<file path="src/rtl/watch2count.sv">
// Converts a preset elapsed time given as hr:min:s.ms display fields into the
// raw millisecond count that seeds the stopwatch pulse counter.
module watch2count #(
    parameter int BITS = 26
) (
    input  logic            clk,
    input  logic            reset,
    input  logic            start,
    input  logic [9:0]      ms,
    input  logic [5:0]      s,
    input  logic [5:0]      min,
    input  logic [6:0]      hr,
    output logic            busy,
    output logic            done,
    output logic            err,
    output logic            ovf,
    output logic [BITS-1:0] count
);

    // Largest legal time is 35,999,999 ms, which fits in 26 bits.
    localparam int ACC_W = 26;

    typedef enum logic [1:0] {
        IDLE,
        CHECK,
        MUL_S,
        MUL_MS
    } state_t;

    state_t            state_q, state_d;
    logic [9:0]        ms_q, ms_d;
    logic [5:0]        s_q, s_d;
    logic [5:0]        min_q, min_d;
    logic [6:0]        hr_q, hr_d;
    logic [ACC_W-1:0]  acc_q, acc_d;
    logic              busy_q, busy_d;
    logic              done_q, done_d;
    logic              err_q, err_d;
    logic              ovf_q, ovf_d;
    logic [BITS-1:0]   count_q, count_d;

    logic              fields_ok;
    logic [ACC_W-1:0]  final_acc;
    logic [BITS-1:0]   count_fit;
    logic              acc_ovf;

    function automatic logic [ACC_W-1:0] mul60(input logic [ACC_W-1:0] x);
        return (x << 6) - (x << 2);
    endfunction

    function automatic logic [ACC_W-1:0] mul1000(input logic [ACC_W-1:0] x);
        return (x << 10) - (x << 4) - (x << 3);
    endfunction

    assign fields_ok = (ms_q <= 10'd999) && (s_q <= 6'd59) &&
                       (min_q <= 6'd59) && (hr_q <= 7'd9);

    assign final_acc = mul1000(acc_q) + ACC_W'(ms_q);

    // Fit the 26-bit result into the output width and flag lost high bits.
    generate
        if (BITS < ACC_W) begin : g_narrow
            assign count_fit = final_acc[BITS-1:0];
            assign acc_ovf   = |final_acc[ACC_W-1:BITS];
        end else if (BITS == ACC_W) begin : g_exact
            assign count_fit = final_acc;
            assign acc_ovf   = 1'b0;
        end else begin : g_wide
            assign count_fit = {{(BITS-ACC_W){1'b0}}, final_acc};
            assign acc_ovf   = 1'b0;
        end
    endgenerate

    always_comb begin
        state_d = state_q;
        ms_d    = ms_q;
        s_d     = s_q;
        min_d   = min_q;
        hr_d    = hr_q;
        acc_d   = acc_q;
        busy_d  = busy_q;
        done_d  = 1'b0;
        err_d   = err_q;
        ovf_d   = ovf_q;
        count_d = count_q;

        case (state_q)
            IDLE: begin
                if (start) begin
                    ms_d    = ms;
                    s_d     = s;
                    min_d   = min;
                    hr_d    = hr;
                    err_d   = 1'b0;
                    ovf_d   = 1'b0;
                    busy_d  = 1'b1;
                    state_d = CHECK;
                end
            end
            CHECK: begin
                if (!fields_ok) begin
                    err_d   = 1'b1;
                    done_d  = 1'b1;
                    busy_d  = 1'b0;
                    state_d = IDLE;
                end else begin
                    acc_d   = mul60(ACC_W'(hr_q)) + ACC_W'(min_q);
                    state_d = MUL_S;
                end
            end
            MUL_S: begin
                acc_d   = mul60(acc_q) + ACC_W'(s_q);
                state_d = MUL_MS;
            end
            MUL_MS: begin
                acc_d   = final_acc;
                count_d = count_fit;
                ovf_d   = acc_ovf;
                done_d  = 1'b1;
                busy_d  = 1'b0;
                state_d = IDLE;
            end
            default: begin
                state_d = IDLE;
            end
        endcase
    end

    always_ff @(posedge clk) begin
        if (reset) begin
            state_q <= IDLE;
            ms_q    <= '0;
            s_q     <= '0;
            min_q   <= '0;
            hr_q    <= '0;
            acc_q   <= '0;
            busy_q  <= 1'b0;
            done_q  <= 1'b0;
            err_q   <= 1'b0;
            ovf_q   <= 1'b0;
            count_q <= '0;
        end else begin
            state_q <= state_d;
            ms_q    <= ms_d;
            s_q     <= s_d;
            min_q   <= min_d;
            hr_q    <= hr_d;
            acc_q   <= acc_d;
            busy_q  <= busy_d;
            done_q  <= done_d;
            err_q   <= err_d;
            ovf_q   <= ovf_d;
            count_q <= count_d;
        end
    end

    assign busy  = busy_q;
    assign done  = done_q;
    assign err   = err_q;
    assign ovf   = ovf_q;
    assign count = count_q;

endmodule

</file>
<file path="config.mk">
export PLATFORM = sky130hd
export DESIGN_NAME = watch2count
export DESIGN_NICKNAME = d
export VERILOG_FILES = /design/src/rtl/watch2count.sv
export SDC_FILE = /design/constraint.sdc
export NUM_CORES = 1
export LEC_CHECK = 0
export ABC_CLOCK_PERIOD_IN_PS = 5900
export CAP_MARGIN = 0
export CORE_UTILIZATION = 60
export CTS_CLUSTER_SIZE = 30
export DETAILED_ROUTE_END_ITERATION = 16
export GPL_ROUTABILITY_DRIVEN = 0
export PLACE_DENSITY = 0.83
export SLEW_MARGIN = 0
export SYNTH_ARGS = -nofsm -noshare
export SYNTH_HDL_FRONTEND = slang
export SYNTH_SLANG_ARGS = --single-unit
</file>
<file path="constraint.sdc">
create_clock -name clk -period 5.9 [get_ports clk]
set_clock_uncertainty 0.05 [all_clocks]
set_input_delay 0.59 -clock clk [delete_from_list [all_inputs] [get_ports clk]]
set_output_delay 0.59 -clock clk [all_outputs]
set_load 0.02 [all_outputs]
</file>
==> summary.txt, run 1 <==
Clock tree
  – Number of setup buffers added after CTS: 0
  – Cts bufs inserted: 9
  – Clock latency on the worst-skew pair: around 0.38 ns
  – Hold_buf cts: 0
  – Clock tree buffer depth: 2
  – Clock Sinks: between 80 and 90
  – Post-CTS sizing: 0
  – Clock root buffer master: clkbuf_8
  – H-tree depth: 3
  – Worst-path clk slew: 0.10 ns
  – CTS tree: done

Critical path
  – Setup CP Type: reg2reg
  – Critical path origin: acc_q[2]$_SDFFE_PP0P_
  – CP Buf/Inv Count: 1
  – Reg2reg path depth: 11
  – Crit-path cells: inv_1, fa_1, ha_1, o211ai_1, a21oi_1, a221oi_2, o31ai_2, a21o_1, a21o_1, mux2_1, a311oi_1
  – CP top delay family: compound AO/OA/AOI/OAI gates
  – Crit path DAT: 3.89 ns
  – Slowest CP cell: o31ai_2
  – Crit end category: register
  – CP Launch Type: register
  – Reg2Reg Capture Point: acc_q[18]$_SDFFE_PP0P_
  – Data required time at the worst endpoint: a little over 6 ns
  – Slowest stage delay, CP: about 0.54 ns
  – Crit-path max FO: 6
  – Most Frequent Cell on Critical Path: a21o_1
  – Reg-to-Reg Start: acc_q[2]$_SDFFE_PP0P_
  – CP endpoint: acc_q[18]$_SDFFE_PP0P_
  – WP depth: 11
  – Reg2Reg Setup Slack: ~2.3 ns

Timing
  – Final cycle utilization of the critical path: slightly above 60%
  – Setup TNS: 0 ns
  – Worst-Margin Slew: 0.952 ns
  – RSZ-0062 raised after global routing: no
  – Achievable Freq: around 0.27 GHz
  – Final Slew Violations: 0
  – Minimum clock period: 3.65 ns
  – Worst slew margin: between 30% and 40%
  – Final Hold Vio Count: 0
  – Final Setup Violations: 0
  – Fin worst setup slack: around 2.3 ns

Yosys
  – Top cell type by total area after synthesis: dfxtp_1
  – Register area share after synthesis: between 20% and 30%
  – Synth Warn #: 0
  – Yosys top cell area share: a little over a quarter
  – Commonest cells in the netlist: nand2_1 (100), dfxtp_1 (83), a21oi_1 (82), ha_1 (57), nor2_1 (56)
  – Synth Area per Inst: a little over 8 um^2
  – Synth Cell Area: about 6200 um^2
  – Post-Syn Nets: between 800 and 900
  – Ranking of synthesized cells by area: dfxtp_1 (27%), ha_1 (12%), fa_1 (7.2%), a21oi_1 (6.7%), nand2_1 (6.1%)
  – Distinct cells, synth: 70
  – Post-synth EDFFs: 0
  – Seq cells post-synth: 83
  – Post-Synthesis Cells: 746
  – Synth async-reset ratio: 0%
  – Most numerous cell in the Yosys netlist: nand2_1
  – Top FF cell, synth: dfxtp_1

Route
  – Pre-antenna DRT Iters: 6
  – Wire per inst: 16.1 um
  – DRC viols: 0
  – Vias: ~5600
  – Post-DRT Antenna Nets: 0
  – Final WL: 15000 um
  – DR vias/cell: 6.02
  – 1st-iter DRT viols: 378

Die
  – Die H: 103 um
  – DIE AREA: ~11000 um^2
  – Core outline area: 9860 um^2
  – Placement Rows: 36
  – Die Wd: 103 um
  – Initial core utilization: 62.4%
  – IO Count: slightly above 60

Job
  – MaxCap Viol Count: 0

Global route
  – Vias in the first global route: ~5300
  – GRT Total Usage: approximately 30%
  – Grt total ovfl: 0
  – Largest net degree at the start of global routing: 84
  – Global-route wire length before repair: ~25000 um
  – Initial antenna violation count: 0

Hold path
  – Hold Path Class: reg2reg
  – Hold Path Stages: 2

Place
  – HPWL after detailed placement: 11300 um
  – Worst Setup Slack post-DPL: approximately 2.3 ns
  – DP Area: about 7000 um^2
  – Port Buffer Count: 60

Finish
  – Share of cells above drive strength 1: under 10%
  – Design area: ~7000 um^2
  – Area growth syn-to-layout: 13.9%
  – Final nets: between 900 and 1000
  – N_diodes: 0

Outcome
  – Outcome: complete, no violations
-- sequential cells by signal, indices dropped and copies added, names as in the netlist, named ones only --
signal	flops
done	1
min_q	6
ms_q	10
s_q	6
acc_q	23
err	1
busy	1
state_q	1
count	26
hr_q	7
-- layout make-up --
cell class | instances | area (um^2)
clock buffers | 9 | 124
repair buffers | 64 | 626
well taps | 133 | 166
inverters | 46 | 173
multi-input cells | 587 | 4200
flip-flops and latches | 83 | 1660
clock inverters | 7 | 52.6
fillers | 776 | 2860
-- routing by layer --
layer | GRT usage, % | share of wire [%]
met3 | 4.64 | 5.9
met1 | 36.1 | 42
met2 | 53.2 | 49
met4 | 12.9 | 3.1
met5 | 0 | 0
-- worst register-to-register path: cells and delay by family (launching register included) --
kind	cells	cell delay, ns
AO/OA/AOI/OAI	7	1.78
adder cells (fa/ha/maj)	2	0.81
flip-flops	1	0.43
multiplexers	1	0.34
buffers and inverters	1	0.14
-- cell families (layout without fill, tap and decap cells) --
group / count (synthesis) / in the layout / share of synthesized area (%)
other cells: 1 / 1 / 0.0610
compound gates: 202 / 202 / 22.2
buf+inv: 76 / 126 / 4.74
flops: 83 / 83 / 27.0
mux: 9 / 9 / 1.57
simple gates: 252 / 252 / 19.4
xor+xnor: 44 / 44 / 6.27
fa+ha+maj: 79 / 79 / 18.8
-- layout by cell type, fill, tap and decap left out, types with 5 or more instances in the layout --
cell             Yosys  routed
a311oi_1            16      16
nand3_1             15      15
o21bai_1             5       5
or3_1                9       9
xnor2_1             29      29
dfxtp_1             83      83
clkbuf_8             0       9
a21o_1              12      12
a22oi_1              8       8
mux2i_1              7       7
inv_1               46      46
o21ai_0             15      15
a211oi_1            15      15
nor2b_1              7       7
nor3_1              13      13
xor2_1              15      15
clkdlybuf4s50_1      0      59
ha_1                57      56
a21oi_1             82      81
nor2_1              56      56
fa_1                22      22
and3_1               5       5
nand2_1            100     100
nand2b_1            23      23
nand4_1              5       5
-- through the flow --
step                utilization [%]  std cells  hold WS [ns]
floorplan                         -        746         0.386
global placement               69.2        913         0.397
detailed placement             69.2        913         0.402
CTS                            71.0        929         0.415
global route                   71.0        929         0.444
finish                         71.0        929         0.414
-- worst min path at each step --
stage	startpoint	endpoint	slack, ns
finish	s_q[1]$_SDFFE_PP0P_	s_q[1]$_SDFFE_PP0P_	0.41
global route	s_q[1]$_SDFFE_PP0P_	s_q[1]$_SDFFE_PP0P_	0.44
CTS	s_q[1]$_SDFFE_PP0P_	s_q[1]$_SDFFE_PP0P_	0.41
detailed placement	s_q[1]$_SDFFE_PP0P_	s_q[1]$_SDFFE_PP0P_	0.40
global placement	s_q[0]$_SDFFE_PP0P_	s_q[0]$_SDFFE_PP0P_	0.40
floorplan	min_q[0]$_SDFFE_PP0P_	min_q[0]$_SDFFE_PP0P_	0.39
Power of run 1 is left out: the tool's default activity adds up to more than one toggle a clock period on the data nets, which glitch-free logic cannot reach.
==> inputs of run 2 (changes only) <==
- ABC_CLOCK_PERIOD_IN_PS: 5900 -> 3800
- CORE_UTILIZATION: 60 -> 58
- PLACE_DENSITY: 0.83 -> 0.81
- clock period: 5.9 -> 3.8 ns (I/O delays scaled with it)
==> run 2 against run 1 <==
Against the previous run: final area grew 1.4%; utilization decreased by 2.2 points; non-clock buffer count stayed put; first-iteration DRC count is 17% lower; sequential share of layout area fell by 0.32 points; register-to-register slack worse by 2.0 ns; critical path depth unchanged; global-route usage is 0.96 points lower; final cell count rose by 0.32%; via count increased by 0.71%; die area is 3.4% higher; critical path type unchanged; largest cell class unchanged.
==> summary.txt, run 2 (synthesis results as in run 1) <==
Timing
  – Achievable Freq: between 0.2 and 0.3 GHz
  – RSZ-0062 raised after global routing: no
  – Minimum clock period: 3.59 ns
  – Final Setup Violations: 0
  – Worst slew margin: about 25%
  – Final Hold Vio Count: 0
  – Worst-Margin Slew: 1.12 ns
  – Final cycle utilization of the critical path: approximately 94%
  – Setup TNS: 0 ns
  – Final Slew Violations: 0

Place
  – Port Buffer Count: 60
  – HPWL after detailed placement: around 12000 um

Critical path
  – Setup CP Type: reg2reg
  – Crit-path cells: inv_1, fa_1, ha_1, o211ai_1, a21oi_1, a221oi_4, o31ai_4, a21o_1, a21o_1, mux2_1, a311oi_1
  – Reg2Reg Capture Point: acc_q[18]$_SDFFE_PP0P_
  – CP top delay family: compound AO/OA/AOI/OAI gates
  – CP Buf/Inv Count: 1
  – Crit path DAT: roughly 3.8 ns
  – Most Frequent Cell on Critical Path: a21o_1
  – Crit-path max FO: 6
  – CP Launch Type: register
  – Data required time at the worst endpoint: around 4 ns
  – Slowest stage delay, CP: between 0.4 and 0.5 ns
  – Crit end category: register
  – Reg2Reg Setup Slack: between 0.2 and 0.25 ns
  – Reg2reg path depth: 11
  – Slowest CP cell: fa_1
  – Reg-to-Reg Start: acc_q[1]$_SDFFE_PP0P_

Finish
  – Fill count: roughly 840
  – N_diodes: 0
  – Storage element area: around 1700 um^2
  – Most common cell after layout, fill and taps aside: nand2_1
  – Share of cells above drive strength 1: roughly 4.4%
  – Final nets: 902
  – Footprint of the multi-input gates: about 4200 um^2
  – Max FFs per register: 26
  – Commonest non-fill, non-tap cells in the layout: nand2_1 (100), dfxtp_1 (83), a21oi_1 (81)
  – Area growth syn-to-layout: 15.5%

Route
  – DRC viols: 0
  – 1st-iter DRT viols: 313
  – Wire per inst: 16.7 um
  – DR vias/cell: roughly 6.0
  – Post-DRT Antenna Nets: 0
  – Vias: 5636
  – Final WL: 15500 um
  – Pre-antenna DRT Iters: 6

Hold path
  – Hold Path Class: reg2reg
  – Hold Path Stages: 2
  – Hold Crit Start: s_q[0]$_SDFFE_PP0P_
  – Hold EP: s_q[0]$_SDFFE_PP0P_

Die
  – Die Wd: between 100 and 150 um
  – Initial core utilization: between 50% and 60%
  – DIE AREA: 11000 um^2
  – Die H: between 100 and 150 um
  – Placement Rows: 37
  – IO Count: 62
  – Core outline area: ~10000 um^2

Clock tree
  – Clock Sinks: 83
  – H-tree depth: 3
  – CTS tree: done
  – Cts bufs inserted: 9
  – Clock root buffer master: clkbuf_8
  – Clock tree buffer depth: 2
  – Clock latency on the worst-skew pair: around 0.38 ns
  – Worst-path clk slew: 0.09 ns

Job
  – MaxCap Viol Count: 0

Global route
  – Grt total ovfl: 0
  – Largest net degree at the start of global routing: 62
  – GRT Total Usage: 29.0%
  – Global-route wire length before repair: between 20000 and 30000 um
  – Vias in the first global route: about 5700
  – Initial antenna violation count: 0

Outcome
  – Outcome: complete, no violations
[run 2: cell count changes in the layout (fill, tap and decap cells not counted), sizes merged]
cell      change
bufinv        +3
clkinv        -1
clkinvlp      -3
inv           +1
[run 2: final cells by class]
class | count | area share, %
clock buffers | 9 | 1.74
clock inverters | 7 | 1.74
inverters | 46 | 2.43
multi-input cells | 587 | 59.5
flip-flops and latches | 83 | 23.4
well taps | 136 | 2.40
repair buffers | 64 | 8.81
[run 2: layer usage]
metal | GRT usage [%] | vias to the layer above | part of all wire, %
met2 | 52.4 | 185 | 50
met1 | 32.9 | 2664 | 41
met4 | 16.5 | 0 | 3.6
met5 | 0 | - | 0
li1 | - | 2749 | -
met3 | 3.62 | 38 | 4.8
[run 2: how the worst max path moves through the flow]
stage,end,cells past startpoint,start
after floorplan,acc_q[18]$_SDFFE_PP0P_,12,ms_q[4]$_SDFFE_PP0P_
after global placement,acc_q[18]$_SDFFE_PP0P_,12,ms_q[4]$_SDFFE_PP0P_
after detailed placement,acc_q[18]$_SDFFE_PP0P_,11,acc_q[1]$_SDFFE_PP0P_
after CTS,acc_q[18]$_SDFFE_PP0P_,11,acc_q[1]$_SDFFE_PP0P_
after global routing,acc_q[18]$_SDFFE_PP0P_,12,ms_q[4]$_SDFFE_PP0P_
final,acc_q[18]$_SDFFE_PP0P_,11,acc_q[1]$_SDFFE_PP0P_
[run 2: tightest hold or removal path: stages (launching register included)]
cell     delay [ns]
dfxtp_1        0.32
nand2_1        0.05
a21oi_1        0.05
[run 2: through the flow]
step,cell area [um^2],worst slack (ns),util [%],hold slack [ns],std cells
6_report,7100,0.210,68.8,0.413,932
3_5_place_dp,6830,0.182,66.2,0.400,916
2_1_floorplan,6150,0.603,-,0.386,746
4_1_cts,7080,0.128,68.6,0.413,932
5_1_grt,7100,0.0371,68.8,0.444,932
3_3_place_gp,6830,0.338,66.2,0.393,916
[run 2: what timing repair did]
action / 4_1_cts / 5_1_grt
gates resized for setup: 0 / 2
setup endpoints to repair: 0 / 1
hold buffers: 0 / 0
buffers inserted: 0 / 0
Power of run 2 is left out for the same reason.
==> inputs of run 3 (changes only) <==
- ABC_CLOCK_PERIOD_IN_PS: 3800 -> default
==> results of run 3 <==
Same layout as run 2: the final DEF is identical, and so are final timing and power.
Power of run 3 is left out for the same reason.
